<file path="src/rtl/display_capture.sv">
// Display-bus monitor: debounces {D, Digit, DP}, tracks the Digit1..Digit4 scan order,
// range-checks each digit and republishes the last good HH:MM frame with sticky error flags.
module display_capture #(
  parameter int STABLE = 2
) (
  input  logic       Clock,
  input  logic       Reset,
  input  logic [3:0] D,
  input  logic [3:0] Digit,
  input  logic       DP,
  input  logic       ClearErr,
  output logic [3:0] HourTens,
  output logic [3:0] HourUnits,
  output logic [3:0] MinTens,
  output logic [3:0] MinUnits,
  output logic [3:0] DpMask,
  output logic       FrameValid,
  output logic       DigitErr,
  output logic       OrderErr,
  output logic       RangeErr
);

  localparam logic [3:0] CNT_MAX = 4'(STABLE - 1);

  typedef enum logic [1:0] {HUNT, EXP2, EXP3, EXP4} state_t;

  // pos 0..3 = hour tens, hour units, minute tens, minute units
  function automatic logic digit_out_of_range(input logic [1:0] pos, input logic [3:0] d,
                                              input logic [3:0] hour_tens);
    logic bad;
    bad = (d > 4'd9);
    case (pos)
      2'd0:    bad = bad | (d > 4'd2);
      2'd1:    bad = bad | ({hour_tens, d} > 8'h23);
      2'd2:    bad = bad | (d > 4'd5);
      default: bad = bad;
    endcase
    return bad;
  endfunction

  logic [8:0] bus_in, s_bus_q, s_bus_d;
  logic       bus_changed;
  logic [3:0] cnt_q, cnt_d;
  logic       accepted_q, accepted_d, accept;
  state_t     state_q, state_d;

  logic [3:0] s_d, s_digit;
  logic       s_dp, is_onehot;
  logic [1:0] pos;
  logic       store, complete, range_fail;
  logic       new_digit_err, new_order_err, new_range_err;

  logic [3:0] sh_ht_q, sh_ht_d, sh_hu_q, sh_hu_d, sh_mt_q, sh_mt_d;
  logic [2:0] sh_dp_q, sh_dp_d;
  logic       bad_q, bad_d;

  logic [3:0] ht_q, ht_d, hu_q, hu_d, mt_q, mt_d, mu_q, mu_d, dpm_q, dpm_d;
  logic       fv_q, fv_d;
  logic       digit_err_q, digit_err_d, order_err_q, order_err_d, range_err_q, range_err_d;

  always_comb begin
    // Stage 0 capture and stability tracking
    bus_in      = {D, Digit, DP};
    bus_changed = (bus_in != s_bus_q);
    s_bus_d     = bus_in;
    cnt_d       = bus_changed ? 4'd0 : ((cnt_q == CNT_MAX) ? cnt_q : cnt_q + 4'd1);
    accept      = (cnt_q == CNT_MAX) && !accepted_q;
    accepted_d  = !bus_changed && (accepted_q || accept);

    s_d       = s_bus_q[8:5];
    s_digit   = s_bus_q[4:1];
    s_dp      = s_bus_q[0];
    is_onehot = (s_digit != 4'd0) && ((s_digit & (s_digit - 4'd1)) == 4'd0);
    case (s_digit)
      4'b1000: pos = 2'd0;
      4'b0100: pos = 2'd1;
      4'b0010: pos = 2'd2;
      default: pos = 2'd3;
    endcase

    store         = 1'b0;
    complete      = 1'b0;
    range_fail    = 1'b0;
    new_digit_err = 1'b0;
    new_order_err = 1'b0;
    new_range_err = 1'b0;
    state_d       = state_q;
    sh_ht_d       = sh_ht_q;
    sh_hu_d       = sh_hu_q;
    sh_mt_d       = sh_mt_q;
    sh_dp_d       = sh_dp_q;
    bad_d         = bad_q;
    ht_d          = ht_q;
    hu_d          = hu_q;
    mt_d          = mt_q;
    mu_d          = mu_q;
    dpm_d         = dpm_q;
    fv_d          = 1'b0;

    // Stage 1 sequencing on an accepted strobe
    if (accept && (s_digit != 4'd0)) begin
      if (!is_onehot) begin
        new_digit_err = 1'b1;
        state_d       = HUNT;
      end else if (pos == 2'(state_q)) begin
        store    = 1'b1;
        complete = (state_q == EXP4);
        state_d  = state_t'(2'(state_q) + 2'd1);
      end else if (state_q != HUNT) begin
        new_order_err = 1'b1;
        store         = (pos == 2'd0);
        state_d       = (pos == 2'd0) ? EXP2 : HUNT;
      end
    end

    if (store) begin
      range_fail    = digit_out_of_range(pos, s_d, sh_ht_q);
      new_range_err = range_fail;
      case (pos)
        2'd0: begin sh_ht_d = s_d; sh_dp_d[2] = s_dp; bad_d = range_fail; end
        2'd1: begin sh_hu_d = s_d; sh_dp_d[1] = s_dp; bad_d = bad_q | range_fail; end
        2'd2: begin sh_mt_d = s_d; sh_dp_d[0] = s_dp; bad_d = bad_q | range_fail; end
        default: bad_d = bad_q | range_fail;
      endcase
    end

    // Minute units come straight from the bus so the frame lands on the Digit4 store edge
    if (complete && !(bad_q || range_fail)) begin
      ht_d  = sh_ht_q;
      hu_d  = sh_hu_q;
      mt_d  = sh_mt_q;
      mu_d  = s_d;
      dpm_d = {sh_dp_q, s_dp};
      fv_d  = 1'b1;
    end

    digit_err_d = new_digit_err | (digit_err_q & ~ClearErr);
    order_err_d = new_order_err | (order_err_q & ~ClearErr);
    range_err_d = new_range_err | (range_err_q & ~ClearErr);
  end

  always_ff @(posedge Clock) begin
    if (Reset) begin
      s_bus_q     <= '0;
      cnt_q       <= '0;
      accepted_q  <= 1'b0;
      state_q     <= HUNT;
      ht_q        <= '0;
      hu_q        <= '0;
      mt_q        <= '0;
      mu_q        <= '0;
      dpm_q       <= '0;
      fv_q        <= 1'b0;
      digit_err_q <= 1'b0;
      order_err_q <= 1'b0;
      range_err_q <= 1'b0;
    end else begin
      s_bus_q     <= s_bus_d;
      cnt_q       <= cnt_d;
      accepted_q  <= accepted_d;
      state_q     <= state_d;
      ht_q        <= ht_d;
      hu_q        <= hu_d;
      mt_q        <= mt_d;
      mu_q        <= mu_d;
      dpm_q       <= dpm_d;
      fv_q        <= fv_d;
      digit_err_q <= digit_err_d;
      order_err_q <= order_err_d;
      range_err_q <= range_err_d;
    end
  end

  // Shadow frame needs no reset: a frame can only start with a Digit1 store from HUNT
  always_ff @(posedge Clock) begin
    sh_ht_q <= sh_ht_d;
    sh_hu_q <= sh_hu_d;
    sh_mt_q <= sh_mt_d;
    sh_dp_q <= sh_dp_d;
    bad_q   <= bad_d;
  end

  assign HourTens   = ht_q;
  assign HourUnits  = hu_q;
  assign MinTens    = mt_q;
  assign MinUnits   = mu_q;
  assign DpMask     = dpm_q;
  assign FrameValid = fv_q;
  assign DigitErr   = digit_err_q;
  assign OrderErr   = order_err_q;
  assign RangeErr   = range_err_q;

endmodule
</file>
<file path="config.mk">
export PLATFORM = sky130hd
export DESIGN_NAME = display_capture
export DESIGN_NICKNAME = d
export VERILOG_FILES = /design/src/rtl/display_capture.sv
export SDC_FILE = /design/constraint.sdc
export NUM_CORES = 1
export LEC_CHECK = 0
export CORE_MARGIN = 3
export CORE_UTILIZATION = 35
export DETAILED_ROUTE_END_ITERATION = 16
export SYNTH_ARGS = -nofsm -noshare
export SYNTH_HDL_FRONTEND = slang
export SYNTH_SLANG_ARGS = --single-unit
</file>
<file path="constraint.sdc">
create_clock -name Clock -period 3.6 [get_ports Clock]
set_input_delay 0.72 -clock Clock [delete_from_list [all_inputs] [get_ports Clock]]
set_output_delay 0.72 -clock Clock [all_outputs]
set_load 0.05 [all_outputs]
</file>
==> results of run 1 <==
==> layout by cell type, fill, tap and decap left out, types with 4 or more instances in the layout <==
| cell type | Yosys | routed |
|---|---|---|
| inv_1 | 8 | 8 |
| clkdlybuf4s50_1 | 0 | 35 |
| mux2i_1 | 20 | 20 |
| nor2b_1 | 11 | 11 |
| a211oi_1 | 5 | 5 |
| dfxtp_1 | 40 | 40 |
| xor2_1 | 4 | 4 |
| nor2_1 | 33 | 33 |
| clkbuf_8 | 0 | 5 |
| a21oi_1 | 8 | 8 |
| xnor2_1 | 9 | 9 |
| edfxtp_1 | 16 | 16 |
| ha_1 | 7 | 7 |
==> worst max-delay path, cell delays in order, from the launching register on <==
cell     delay [ns]
dfxtp_1        0.52
nor4b_2        0.46
inv_1          0.12
ha_1           0.32
a21oi_4        0.20
xnor2_2        0.14
o22ai_1        0.30
and2_1         0.20
nor2b_1        0.37
==> worst min path at each step <==
stage | startpoint | endpoint | slack [ns] | cells past startpoint
2_1_floorplan | accepted_q$_SDFF_PP0_ | accepted_q$_SDFF_PP0_ | 0.43 | 2
3_3_place_gp | accepted_q$_SDFF_PP0_ | accepted_q$_SDFF_PP0_ | 0.45 | 2
3_5_place_dp | accepted_q$_SDFF_PP0_ | accepted_q$_SDFF_PP0_ | 0.46 | 2
4_1_cts | accepted_q$_SDFF_PP0_ | accepted_q$_SDFF_PP0_ | 0.48 | 2
5_1_grt | accepted_q$_SDFF_PP0_ | accepted_q$_SDFF_PP0_ | 0.50 | 2
6_report | accepted_q$_SDFF_PP0_ | accepted_q$_SDFF_PP0_ | 0.47 | 2
==> per-stage QoR <==
step | instances | power, uW
after floorplan | 217 | 736.1
after global placement | 321 | 762.7
after detailed placement | 321 | 763.6
after CTS | 329 | 1188
after global routing | 329 | 1222
final | 329 | 1171
==> final cells by class <==
cell class	count	area, um2
Fill cell	621	3578
Clock inverter	3	46.29
Multi-Input combinational cell	142	1057
Clock buffer	5	68.82
Timing Repair Buffer	38	372.9
Sequential cell	56	1281
Tap cell	77	96.34
Inverter	8	30.03
==> cell usage after synthesis (2+ instances only) <==
master	number
xor2_1	4
nand2_1	3
nor4b_1	2
nor4b_2	2
a211oi_1	5
a21oi_1	8
nor2b_1	11
nor2_1	33
dfxtp_1	40
clkbuf_1	5
and3_1	2
o31a_1	3
xnor2_2	2
edfxtp_1	16
nand3_1	2
inv_1	8
a21oi_4	2
buf_6	3
nand4_1	2
ha_1	7
o2111ai_1	2
o21ai_0	3
buf_2	3
nand2b_1	2
xnor2_1	9
mux2i_1	20
==> registers in the layout, indices dropped and copies added, names as in the netlist, 2 cells and up <==
register / flops
s_bus_q: 9
DpMask: 4
HourTens: 4
HourUnits: 4
MinTens: 4
MinUnits: 4
cnt_q: 4
sh_ht_q: 4
sh_hu_q: 4
sh_mt_q: 4
sh_dp_q: 3
state_q: 2
==> routing by layer <==
metal | share of wire, % | up-vias | wire, um
li1 | - | 832 | -
met1 | 46 | 747 | 2053
met2 | 49 | 26 | 2165
met3 | 3.3 | 6 | 144
met4 | 1.4 | 0 | 64
met5 | 0 | - | 0
==> kinds of logic (layout without fill, tap and decap cells) <==
group,Yosys count,in the layout,synth area share [%]
and+or+nand+nor,69,69,16.13
DFF,56,56,52.59
AOI/OAI and AO/OA,31,31,9.452
muxes,20,20,8.218
buffers and inverters,19,54,4.006
xor gates and xnor gates,15,15,6.009
adders and majority gates,7,7,3.595
==> power groups by stage <==
| stage | Clock (uW) | Sequential [uW] | Combinational (uW) |
|---|---|---|---|
| final | 423 | 666 | 82.1 |
| after CTS | 439 | 666 | 83.1 |
| after global placement | 0 | 680 | 82.2 |
| after global routing | 463 | 668 | 91.0 |
| after floorplan | 0 | 672 | 64.4 |
| after detailed placement | 0 | 681 | 82.7 |
==> run metrics, run 1 <==
power density over the cells=about 400 nW/um2; Leakage=0.0009954 uW; routed via count=~1,600; vias per inst=4.897; Synth-to-Final Area Change=21.21%; Tcrit/Tclk final=slightly above 80%; worst setup path category=flip-flop to flip-flop; Net count, final=270; Worst Reg-to-Reg Cells=8; clock root buffer=clkbuf_8; Post-synth EDFFs=16; dpl ws=around 0.65 ns; hold_ws=between 0.4 and 0.5 ns; Port Buffers=35; met3 global-route usage=under 10%; clock skew=~0.0098 ns; min cycle time layout=between 2 and 3 ns; setup_tns=0 ns; Inserted Diodes=0; CTS Buf Count=5; TritonRoute pass-1 iters=4; DP Area=approximately 2800 um2; Initial Util=a little under two fifths; CTS tree=yes; GPL Wtd Cong=between 0.7 and 0.8; vias in the first global route=1,587; crit path DAT=between 2 and 3 ns; initial antenna violation count=0; met1 usage=around 15%; Final Hold Vio Count=0; Yosys top cell by area=dfxtp_1; clk sinks=56; ys flop type=dfxtp_1; R2R Path End=sh_ht_q[0]$_DFFE_PP_; sw frac=a little under a quarter; Logic pwr share=roughly 7.0%; DRC viols=0; initial DRC count=61; Core Util, Final=45.21%; Crit Path Max Fanout=9; flop2flop setup slack=0.64 ns; Setup Buffers After CTS=0; total congestion overflow=0; Hold Buf Count CTS=0; YS warnings=0; wire per inst=about 13 um; critical path capture point=sh_ht_q[0]$_DFFE_PP_; MaxCap Viol Count=0; Bufs on Longest Clock Path=2; syn nets=roughly 240; M2 GR Usage=between 20% and 30%; CP endpoint kind=flip-flop; first-pass GRT wire length=7403 um; I/O pin count=36; post-CTS sizing=0; clk_lat worst skew=just over 0.3 ns; Design Area, Final=just under 3000 um2; post-synthesis cell type count=between 40 and 50; Worst Setup Start Kind=flip-flop; maximum clock frequency=roughly 0.34 GHz; Max Transition Viols Final=0; post-route ant nets=0; sequential fraction of design power=around 57%; worst slew pin tran=~0.50 ns; Mapped Cells=around 220; Synth top area share=about a third; total core area=~6500 um2; GRT Overall Usage=approximately an eighth; row cnt=29; share of synthesized registers carrying an async set or reset=0%; Total Die Area=7998 um2; most area-consuming cells after synthesis=dfxtp_1 33%, edfxtp_1 20%, mux2i_1 8.2%, nor2_1 5.1%, ha_1 3.6%; worst hold path type=flip-flop to flip-flop; RSZ-0062 raised after global routing=false; worst setup margin=~0.64 ns; internal power=between 900 and 1000 uW; DP Wirelength=around 3200 um; pin count of the biggest net entering global routing=37; worst reg2reg startpoint=s_bus_q[3]$_SDFF_PP0_; flops & latches, synth=56; final setup vio count=0; outcome=finished clean; Syn Area/Cell=approximately 11 um2; Worst Setup SP=s_bus_q[3]$_SDFF_PP0_; Clock Power Share=between 30% and 40%; sequential-to-total area share from yosys stat=52.59%; WL final=4428 um; Clock transition at path regs=~0.1 ns; cell area after synthesis=2436 um2; required time of the critical path=3.58 ns; die width=89.43 um; worst vdd ir=between 0.00015 and 0.0002 V; Psw=266.6 uW; H-tree Lvls=2; Die Span Y=between 80 and 90 um; share of cells above drive strength 1=between 7 and 8%; GRT busiest layer=met2; Rel. slew slack=between 60% and 70%
Note: power is estimated with default switching activity, not from simulation.
==> run 2, diff against run 1 <==
clock period = 2.5 ns   (was 3.6 ns; I/O delays follow)
==> run 2 against run 1 <==
Compared with the run above:
- register-to-register slack got worse by 0.57 ns
- setup slack got worse by 0.57 ns
- fmax up 22%
- critical path type unchanged
- die area is the same
- first-iteration DRC count increased by 20%
- worst hold slack about the same
==> run metrics, run 2 (synthesis gave the netlist of run 1 again) <==
Die Span Y=89.43 um; routed via count=roughly 1,700; vias in the first global route=roughly 1,700; Crit path largest cell delay=about 0.39 ns; share of cells above drive strength 1=19.26%; clk sinks=56; worst vdd ir=~0.00022 V; Worst Setup Start Kind=flip-flop; Final Hold Vio Count=0; Non-Filler Instances=347; worst hold path type=flip-flop to flip-flop; Total Die Area=around 8000 um2; hold_ws=about 0.47 ns; outcome=finished clean; clock root buffer=clkbuf_8; DP Wirelength=around 3300 um; WL final=between 4000 and 5000 um; dpl ws=-0.001293 ns; most frequent cells in the layout=36 x dfxtp_1, 35 x clkdlybuf4s50_1, 33 x nor2_1; Leakage=0.001099 uW; Initial Util=37.30%; GPL Wtd Cong=~0.74; WHS Path Cells=2; GRT Overall Usage=between 10 and 15%; clk_lat worst skew=slightly above 0.3 ns; final setup vio count=0; slowest CP cell=dfxtp_4; Clock transition at path regs=0.11 ns; Worst path depth=11; I/O pin count=36; most used cell, CP=buf_4; RSZ-0062 raised after global routing=true; total core area=about 6500 um2; Bufs on Longest Clock Path=2; first-pass GRT wire length=~7700 um; MaxCap Viol Count=0; TritonRoute pass-1 iters=4; maximum clock frequency=~0.4 GHz; post-route ant nets=0; cell family with most CP delay=simple AND/OR/NAND/NOR gates; initial DRC count=73; H-tree Lvls=2; crit path buf inv count=3; Tcrit/Tclk final=97.39%; CTS Buf Count=5; Inserted Diodes=0; Fillers=609; wire per inst=approximately 14 um; Net count, final=about 290; commonest non-fill, non-tap cell in the layout=dfxtp_1; worst-path cell chain=nor4b_4 > buf_4 > ha_4 > a211oi_2 > a21oi_2 > a2bb2oi_2 > nor4_4 > buf_4 > clkbuf_16 > mux2i_1 > nor2_1; worst slew pin tran=between 0.5 and 0.6 ns; Biggest register=s_bus_q; placed cells=between 300 and 400; required time of the critical path=2.70 ns; CTS tree=yes; initial antenna violation count=0; Port Buffers=35; crit path DAT=2.63 ns; Max Transition Viols Final=0; clock skew=0.008115 ns; CP endpoint kind=flip-flop; worst setup margin=roughly 0.065 ns; DRC viols=0; power density over the cells=505.4 nW/um2; min cycle time layout=approximately 2.4 ns; pin count of the biggest net entering global routing=37; max reg flops=9; Worst Reg-to-Reg Cells=11; vias per inst=between 4 and 5; worst setup path category=flip-flop to flip-flop; Synth-to-Final Area Change=31.12%; Rel. slew slack=about 65%; row cnt=29; die width=~89 um; Crit Path Max Fanout=5; total congestion overflow=0
## run 2: where the power goes
group          switching, uW  internal (uW)
Sequential              18.1            939
Combinational           71.9           81.0
Clock                    305            200
Total                    395           1220
## run 2: final timing paths
check                             start                endpoint  slack (ns)
setup / recovery  s_bus_q[4]$_SDFF_PP0_  DpMask[3]$_SDFFE_PP0P_        0.07
hold / removal      OrderErr$_SDFF_PP0_     OrderErr$_SDFF_PP0_        0.47
setup reg to reg  s_bus_q[4]$_SDFF_PP0_  DpMask[3]$_SDFFE_PP0P_        0.07
hold reg to reg     OrderErr$_SDFF_PP0_     OrderErr$_SDFF_PP0_        0.47
## run 2: final cells by class
class	count	area [um2]	area share [%]
tap	77	96.34	3.016
clock inverter	3	21.27	0.6659
multi-input combinational	142	1127	35.29
clock buffer	5	68.82	2.154
sequential	56	1291	40.42
timing repair buffer	56	559.3	17.51
inverter	8	30.03	0.9401
## run 2: timing repair
item | CTS | global route
pin swaps | 0 | 4
hold buffers | 0 | 0
endpoints found under the setup margin | 7 | 36
buffers inserted | 0 | 3
cloned | 0 | 3
gates resized for setup | 2 | 14
## run 2: through the flow
step	utilization [%]	TNS, ns	total power, uW	cell area [um2]
6_report	48.91	0	1615	3194
2_1_floorplan	-	0	1065	2461
3_3_place_gp	45.40	0	1120	2965
5_1_grt	48.91	-0.4724	1685	3194
3_5_place_dp	45.40	-0.004990	1121	2965
4_1_cts	46.82	0	1626	3058
## run 2: routing by layer
| layer | track usage, % | vias to the layer above | wire [um] |
|---|---|---|---|
| met5 | 0 | - | 0 |
| met4 | 4.601 | 0 | 48 |
| met3 | 2.488 | 5 | 137 |
| met2 | 21.50 | 22 | 2410 |
| met1 | 15.13 | 824 | 2199 |
| li1 | - | 865 | - |
## run 2: worst min-delay path, cell delays in order, from the launching register on
cell      delay (ns)
dfxtp_1         0.32
nand2b_1        0.06
a21oi_1         0.05
